## src/rtl/seg_display_driver.sv

```systemverilog
// Eight-digit multiplexed common-anode seven-segment driver with a snapshot register.
// Define DECIMAL_MODE_EN to include the sequential shift-and-add-3 BCD engine; otherwise digits are hex.
module seg_display_driver #(
  parameter int DATA_BITS = 32,
  parameter int SCAN_DIV  = 100000
) (
  input  logic                 clk,
  input  logic                 rst,
  input  logic [DATA_BITS-1:0] data_in,
  input  logic                 load,
  output logic                 busy,
  output logic [7:0]           an,
  output logic [7:0]           seg
);

  localparam int DIV_W = (SCAN_DIV > 2) ? $clog2(SCAN_DIV) : 1;

  logic [31:0] disp;

  function automatic logic [7:0] encode(input logic [3:0] nib);
    logic [7:0] g;
    case (nib)
      4'h0: g = 8'hC0;
      4'h1: g = 8'hF9;
      4'h2: g = 8'hA4;
      4'h3: g = 8'hB0;
      4'h4: g = 8'h99;
      4'h5: g = 8'h92;
      4'h6: g = 8'h82;
      4'h7: g = 8'hF8;
      4'h8: g = 8'h80;
      4'h9: g = 8'h90;
      4'hA: g = 8'h88;
      4'hB: g = 8'h83;
      4'hC: g = 8'hC6;
      4'hD: g = 8'hA1;
      4'hE: g = 8'h86;
      default: g = 8'h8E;
    endcase
    return g;
  endfunction

`ifdef DECIMAL_MODE_EN
  localparam int CNT_W = $clog2(DATA_BITS + 1);

  typedef enum logic {IDLE, CONV} state_t;

  state_t               state, state_next;
  logic [DATA_BITS-1:0] shift_q;
  logic [31:0]          bcd_q;
  logic [31:0]          bcd_adj;
  logic [31:0]          bcd_shifted;
  logic [CNT_W-1:0]     cnt_q;
  logic                 last_step;

  always_comb begin
    for (int i = 0; i < 8; i++) begin
      bcd_adj[i*4 +: 4] = (bcd_q[i*4 +: 4] >= 4'd5) ? bcd_q[i*4 +: 4] + 4'd3 : bcd_q[i*4 +: 4];
    end
  end

  // Bits shifted out of the top nibble are dropped, leaving the value mod 10^8.
  assign bcd_shifted = {bcd_adj[30:0], shift_q[DATA_BITS-1]};
  assign last_step   = (state == CONV) && (cnt_q == CNT_W'(1));
  assign busy        = (state == CONV);

  // NOTE: every always_comb output is given a default first so no path leaves it unassigned (no latch).
  always_comb begin
    state_next = state;
    case (state)
      IDLE:    if (load) state_next = CONV;
      CONV:    if (cnt_q == CNT_W'(1)) state_next = IDLE;
      default: state_next = IDLE;
    endcase
  end

  // NOTE: sequential state uses non-blocking assignments so all registers update from pre-edge values.
  always_ff @(posedge clk) begin
    if (rst) begin
      state   <= IDLE;
      shift_q <= '0;
      bcd_q   <= '0;
      cnt_q   <= '0;
      disp    <= '0;
    end else begin
      state <= state_next;
      if (state == IDLE && load) begin
        shift_q <= data_in;
        bcd_q   <= '0;
        cnt_q   <= CNT_W'(DATA_BITS);
      end else if (state == CONV) begin
        shift_q <= shift_q << 1;
        bcd_q   <= bcd_shifted;
        cnt_q   <= cnt_q - CNT_W'(1);
      end
      if (last_step) disp <= bcd_shifted;
    end
  end
`else
  assign busy = 1'b0;

  always_ff @(posedge clk) begin
    if (rst) begin
      disp <= '0;
    end else if (load) begin
      disp <= 32'(data_in);
    end
  end
`endif

  logic [DIV_W-1:0] div_q;
  logic [2:0]       idx_q;

  // The scan free-runs; it never looks at load or busy.
  always_ff @(posedge clk) begin
    if (rst) begin
      div_q <= '0;
      idx_q <= '0;
      an    <= 8'hFF;
      seg   <= 8'hFF;
    end else begin
      if (div_q == DIV_W'(SCAN_DIV - 1)) begin
        div_q <= '0;
        idx_q <= idx_q + 3'd1;
      end else begin
        div_q <= div_q + DIV_W'(1);
      end
      an  <= ~(8'b1 << idx_q);
      seg <= encode(disp[idx_q*4 +: 4]);
    end
  end

endmodule

```

## config.mk

```make
export PLATFORM = sky130hd
export DESIGN_NAME = seg_display_driver
export DESIGN_NICKNAME = d
export VERILOG_FILES = /design/src/rtl/seg_display_driver.sv
export SDC_FILE = /design/constraint.sdc
export NUM_CORES = 1
export LEC_CHECK = 0
export ABC_AREA = 0
export ABC_CLOCK_PERIOD_IN_PS = 5120
export CORE_UTILIZATION = 52
export DETAILED_ROUTE_END_ITERATION = 10
export PLACE_DENSITY_LB_ADDON = 0.3
export SKIP_LAST_GASP = 1
export SLEW_MARGIN = 25
export SYNTH_ARGS = -nofsm -noshare
export SYNTH_HDL_FRONTEND = slang
export SYNTH_SLANG_ARGS = --single-unit
```

## constraint.sdc

```tcl
create_clock -name clk -period 5.12 [get_ports clk]
set_clock_uncertainty 0.2 [all_clocks]
set_input_delay 0.512 -clock clk [delete_from_list [all_inputs] [get_ports clk]]
set_output_delay 0.512 -clock clk [all_outputs]
set_load 0.02 [all_outputs]
```

==> results.py, run 1 <==
metrics = {
    "run_status": {
        "outcome": "finished clean",
    },
    "setup_path": {
        "timing.rr.start": "idx_q[0]$_SDFFE_PP0N_",
        "r2r_end": "seg[3]$_SDFF_PP1_",
        "crit_required_ns": 5.14,
        "r2r_slack_ns": 2.03,
        "cp_max_fo": 14,
        "start_kind": "flip-flop",
        "arrival_ns": 3.11,
        "crit_type": "flip-flop to flip-flop",
        "endpoint_kind": "flip-flop",
        "reg2regPathDepth": 7,
    },
    "synth": {
        "syn_area_sq_um": 2980,
        "ys_top_cells_by_area": "dfxtp_1 (45%), mux2i_1 (13%), nor2_1 (8.1%)",
        "synthFlopType": "dfxtp_1",
        "synth_cell_types": 45,
        "synth_cells": 298,
        "synth_common_cells": "dfxtp_1 (67), nor2_1 (64), mux2i_1 (39)",
        "avgSynthCellArea_sq_um": 10.0,
        "async_reset_ff_share_pct": 0,
        "yosys_warnings": 0,
        "yosysTopAreaCell": "dfxtp_1",
        "yosysMostFrequentCell": "dfxtp_1",
        "synth_seq_area_share_pct": 45.0,
        "synth_top_cell_area_share_pct": 45.0,
        "synth_edf_count": 0,
        "synth-seq-cells": 67,
        "syn-num-nets": 346,
    },
    "place": {
        "gp_congestion": 0.832,
        "io_buffers": 49,
        "place_ws_ns": 2.04,
        "hpwl_mm": 3.70,
    },
    "finish": {
        "multi_input_area_sq_um": 1510,
        "diodes": 0,
        "final_util_pct": 67.8,
        "num-fill-cells": 427,
        "ff_latch_area_sq_um": 1340,
        "drive_gt1_share_pct": 8.05,
        "fin_nets": 391,
        "area_growth_pct": 25.3,
    },
    "clock_network": {
        "htreeDepth": 3,
        "holdBufCountCts": 0,
        "cts_resized": 0,
        "clock-sinks": 67,
        "clock_path_buffers": 2,
        "clock_latency_ns": 0.34,
        "postCtsSetupRepairBufs": 0,
        "path_clk_slew_ns": 0.07,
        "cts_tree": "done",
        "root_buffer": "clkbuf_8",
        "cts_inserted_buffers": 9,
    },
    "route": {
        "drtPass1Iterations": 5,
        "drc": 0,
        "vias": 2138,
        "via_per_inst": 5.09,
        "wl_mm": 5.39,
        "antenna_left": 0,
        "post_drt_wl_per_cell_um": 12.8,
        "drtIter0Drc": 98,
    },
    "global_route": {
        "grt-ovfl-total": 0,
        "grt_use_total_pct": 20.3,
        "grt_first_pass_wirelength_mm": 9.47,
        "grt_pass1_vias": 2134,
        "antenna_found_initial": 0,
        "grt_max_degree": 36,
    },
    "die": {
        "ios": 52,
        "die_w_um": 77.7,
        "start_util_pct": 54.1,
        "core_sq_um": 5510,
        "die-area_sq_um": 6040,
        "num_rows": 27,
        "die_h_um": 77.7,
    },
    "hold_path": {
        "holdPathEnd": "div_q[0]$_SDFF_PP0_",
        "hold_path_class": "flip-flop to flip-flop",
        "hold_depth": 1,
        "min-delay-start": "div_q[0]$_SDFF_PP0_",
    },
    "timing": {
        "min_period_over_period_pct": 60.4,
        "period_needed_ns": 3.09,
        "relSlewSlack_pct": 38.6,
        "final_max_slew_viol_count": 0,
        "setup_violations": 0,
        "hold_violations": 0,
        "max_freq_mhz": 323,
        "fin_ws_ns": 2.03,
        "tightest_slew_ns": 0.921,
        "rsz0062_at_grt": "false",
        "setup_tns_ns": 0,
        "hold_ws_ns": 0.247,
    },
    "power_and_ir_drop": {
        "total_power_mw": 1.24,
        "peakVddDrop_mv": 0.241,
        "leakage_nw": 1.53,
        "power_density_nw_per_um2": 332,
    },
    "run": {
        "cap_viol_max_count": 0,
    },
}
[layout by cell type (no fill, tap or decap), types with 2 or more instances in the layout]
| cell | count |
|---|---|
| dfxtp_1 | 67 |
| nor2_1 | 64 |
| clkdlybuf4s50_1 | 48 |
| mux2i_1 | 39 |
| nand2_1 | 16 |
| ha_1 | 13 |
| xnor2_1 | 12 |
| clkbuf_8 | 9 |
| inv_1 | 8 |
| mux4_1 | 5 |
| nand3_1 | 5 |
| xor2_1 | 5 |
| o21ai_0 | 5 |
| bufinv_16 | 4 |
| and3_1 | 3 |
| nand4_1 | 3 |
| nor2b_1 | 3 |
| nand2b_1 | 2 |
| nor4b_1 | 2 |
| and2_1 | 2 |
| mux2_2 | 2 |
| a21oi_1 | 2 |
| a31oi_1 | 2 |
| nor4_1 | 2 |
| a221o_1 | 2 |
| conb_1 | 2 |
| clkinvlp_4 | 2 |
[routing by layer]
metal | track usage (%) | share of wire [%]
met5 | 0 | 0
met4 | 10.2 | 1.8
met3 | 5.76 | 4.4
met2 | 30.7 | 44
met1 | 26.2 | 50
[through the flow]
stage,cell area (sq um),cells
floorplan,2980,298
global placement,3470,404
detailed placement,3470,404
CTS,3740,420
global route,3740,420
finish,3740,420
[how the worst max path moves through the flow]
stage               cells past startpoint  slack [ns]                end                  start
floorplan                               7        2.53  seg[2]$_SDFF_PP1_  idx_q[0]$_SDFFE_PP0N_
global placement                        7        2.17  seg[6]$_SDFF_PP1_  idx_q[0]$_SDFFE_PP0N_
detailed placement                      7        2.04  seg[3]$_SDFF_PP1_  idx_q[0]$_SDFFE_PP0N_
CTS                                     7        2.03  seg[3]$_SDFF_PP1_  idx_q[0]$_SDFFE_PP0N_
global route                            7        1.78  seg[3]$_SDFF_PP1_  idx_q[0]$_SDFFE_PP0N_
finish                                  7        2.03  seg[3]$_SDFF_PP1_  idx_q[0]$_SDFFE_PP0N_
[worst max-delay path, cell delays in order, from the launching register on]
cell	delay, ns
dfxtp_1	0.76
mux4_1	0.63
mux2i_1	0.41
inv_1	0.18
ha_1	0.23
a21boi_0	0.13
nor4b_1	0.35
a21oi_1	0.07
[final cells by class]
| cell class | instances | share of cell area [%] |
|---|---|---|
| multi-input combinational | 205 | 40.4 |
| tap | 72 | 2.41 |
| inverter | 10 | 1.00 |
| timing repair buffer | 50 | 13.2 |
| clock inverter | 7 | 3.75 |
| clock buffer | 9 | 3.32 |
| sequential | 67 | 35.9 |
[state kept, by name, summed over array words and instances, names as in the netlist]
register	count
seg	7
idx_q	3
disp	32
an	8
div_q	17
[kinds of logic (layout without fill, tap and decap cells)]
family | count (synthesis) | after routing | synth area share [%]
compound gates | 16 | 16 | 3.86
xor+xnor | 17 | 17 | 4.99
fa+ha+maj | 13 | 13 | 5.46
buf+inv | 26 | 76 | 4.36
flops | 67 | 67 | 45.0
mux | 48 | 48 | 19.8
other cells | 2 | 2 | 0.252
simple gates | 109 | 109 | 16.3
[where the power goes]
part           switching, mW  internal [mW]  total, mW  leakage [nW]
combinational         0.0534         0.0633      0.117         0.859
clock                  0.199          0.371      0.570         0.125
sequential            0.0111          0.544      0.555         0.550
total                  0.263          0.979       1.24          1.53
No activity file was read; power rests on OpenSTA's default activity.
==> run 2: changes to the inputs <==
--- a/config.mk
+++ b/config.mk
@@ -6,8 +6,8 @@
 export NUM_CORES = 1
 export LEC_CHECK = 0
 export ABC_AREA = 0
-export ABC_CLOCK_PERIOD_IN_PS = 5120
-export CORE_UTILIZATION = 52
+export ABC_CLOCK_PERIOD_IN_PS = 2800
+export CORE_UTILIZATION = 47
 export DETAILED_ROUTE_END_ITERATION = 10
 export PLACE_DENSITY_LB_ADDON = 0.3
 export SKIP_LAST_GASP = 1
==> constraint.sdc (replaced) <==
create_clock -name clk -period 2.8 [get_ports clk]
set_clock_uncertainty 0.2 [all_clocks]
set_input_delay 0.28 -clock clk [delete_from_list [all_inputs] [get_ports clk]]
set_output_delay 0.28 -clock clk [all_outputs]
set_load 0.02 [all_outputs]
==> run 2 against run 1 <==
  * Combinational power increased by 85%
  * Maximum frequency increased by 26%
  * Cell area decreased by 0.60%
  * Sequential share of layout area increased by 0.22 points
  * Critical endpoint is now seg[0]$_SDFF_PP1_
==> results.py, run 2 (synthesis results as in run 1) <==
metrics = {
    "timing": {
        "hold_ws_ns": 0.240,
        "fin_ws_ns": 0.348,
        "hold_violations": 0,
        "max_freq_mhz": 408,
        "period_needed_ns": 2.45,
        "setup_violations": 0,
        "tightest_slew_ns": 0.904,
        "setup_tns_ns": 0,
        "relSlewSlack_pct": 39.7,
        "final_max_slew_viol_count": 0,
        "rsz0062_at_grt": "false",
        "min_period_over_period_pct": 87.6,
    },
    "route": {
        "drc": 0,
        "via_per_inst": 5.12,
        "drtIter0Drc": 91,
        "post_drt_wl_per_cell_um": 12.8,
        "vias": 2191,
        "drtPass1Iterations": 5,
        "wl_mm": 5.50,
        "antenna_left": 0,
    },
    "clock_network": {
        "cts_resized": 0,
        "root_buffer": "clkbuf_8",
        "cts_inserted_buffers": 9,
        "clock_path_buffers": 2,
        "holdBufCountCts": 0,
        "clock_latency_ns": 0.35,
        "path_clk_slew_ns": 0.08,
        "clock-sinks": 67,
        "cts_tree": "done",
        "htreeDepth": 3,
        "postCtsSetupRepairBufs": 0,
    },
    "finish": {
        "final_cells": 428,
        "num-fill-cells": 540,
        "area_growth_pct": 24.5,
        "largest_reg_flops": 32,
        "final_cell_mix": "dfxtp_1 (67), nor2_1 (64), clkdlybuf4s50_1 (48)",
        "fin_nets": 396,
        "drive_gt1_share_pct": 9.35,
        "final_area_sq_um": 3710,
        "reg.largest.list": "disp x32, div_q x17, an x8",
        "final_util_pct": 61.6,
        "layout_commonest_cell": "dfxtp_1",
        "diodes": 0,
        "largest-register": "disp",
    },
    "global_route": {
        "grt_first_pass_wirelength_mm": 8.98,
        "grt_max_degree": 34,
        "grt-ovfl-total": 0,
        "antenna_found_initial": 0,
        "grt_use_total_pct": 18.5,
        "grt_pass1_vias": 1970,
    },
    "setup_path": {
        "endpoint_kind": "flip-flop",
        "startpoint": "idx_q[0]$_SDFFE_PP0N_",
        "crit_path_max_incr_delay_ns": 0.62,
        "crit_buf_inv": 2,
        "arrival_ns": 2.48,
        "cp_cell_sequence": "buf_4, mux4_1, mux2i_4, inv_2, nor4_1, a211oi_1",
        "cp.depth": 6,
        "crit_path_end": "seg[0]$_SDFF_PP1_",
        "start_kind": "flip-flop",
        "timing.rr.start": "idx_q[0]$_SDFFE_PP0N_",
        "crit_type": "flip-flop to flip-flop",
        "r2r_end": "seg[0]$_SDFF_PP1_",
        "cp_top_family": "multiplexers",
        "cp_slowest_cell": "mux4_1",
        "reg2regPathDepth": 6,
        "r2r_slack_ns": 0.35,
        "crit_required_ns": 2.83,
        "cp_max_fo": 9,
    },
    "power_and_ir_drop": {
        "leakage_nw": 1.53,
        "power_density_nw_per_um2": 548,
        "total_power_mw": 2.03,
        "peakVddDrop_mv": 0.379,
    },
    "die": {
        "ios": 52,
        "die_h_um": 81.7,
        "start_util_pct": 49.5,
        "core_sq_um": 6030,
        "die-area_sq_um": 6670,
        "die_w_um": 81.7,
        "num_rows": 28,
    },
    "place": {
        "placed_cells": 412,
        "io_buffers": 49,
        "place_ws_ns": 0.363,
        "gp_congestion": 0.849,
        "hpwl_mm": 4.14,
        "place_area_sq_um": 3510,
    },
    "hold_path": {
        "hold_path_class": "flip-flop to flip-flop",
    },
    "run_status": {
        "outcome": "finished clean",
    },
    "run": {
        "cap_viol_max_count": 0,
    },
}
==> run 2: per-layer routing <==
layer | share of wire, % | vias to the layer above | wire, um | track usage (%)
met2 | 45 | 56 | 2500 | 27.8
met1 | 48 | 1018 | 2620 | 23.3
met5 | 0 | - | 0 | 0
li1 | - | 1106 | - | -
met4 | 1.9 | 0 | 103 | 8.95
met3 | 4.9 | 11 | 268 | 6.89
==> run 2: power breakdown <==
group          total (mW)  switching, mW  internal, mW
Sequential           1.02         0.0216         0.995
Clock               0.801          0.385         0.416
Combinational       0.216         0.0980         0.118
Total                2.03          0.504          1.53
==> run 2: final cells by class <==
| cell class | instances | area, sq um | share of cell area, % |
|---|---|---|---|
| Clock buffer | 9 | 124 | 3.34 |
| Clock inverter | 7 | 76.3 | 2.06 |
| Inverter | 10 | 37.5 | 1.01 |
| Tap cell | 75 | 93.8 | 2.53 |
| Timing Repair Buffer | 55 | 531 | 14.3 |
| Multi-Input combinational cell | 205 | 1510 | 40.7 |
| Sequential cell | 67 | 1340 | 36.1 |
==> run 2: worst min path at each step <==
stage / startpoint / cells past startpoint / endpoint / slack [ns]
6_report: div_q[0]$_SDFF_PP0_ / 1 / div_q[0]$_SDFF_PP0_ / 0.24
3_5_place_dp: div_q[0]$_SDFF_PP0_ / 1 / div_q[0]$_SDFF_PP0_ / 0.23
3_3_place_gp: div_q[0]$_SDFF_PP0_ / 1 / div_q[0]$_SDFF_PP0_ / 0.22
5_1_grt: div_q[0]$_SDFF_PP0_ / 1 / div_q[0]$_SDFF_PP0_ / 0.26
4_1_cts: div_q[0]$_SDFF_PP0_ / 1 / div_q[0]$_SDFF_PP0_ / 0.24
2_1_floorplan: div_q[0]$_SDFF_PP0_ / 1 / div_q[0]$_SDFF_PP0_ / 0.21
==> run 2: worst reg2reg max path: cells and delay by family (launching register included) <==
kind                   cells  cell delay, ns
flip-flops                 1            0.47
AND/OR/NAND/NOR            1            0.29
multiplexers               2            0.94
AO/OA/AOI/OAI              1            0.08
buffers and inverters      2            0.36
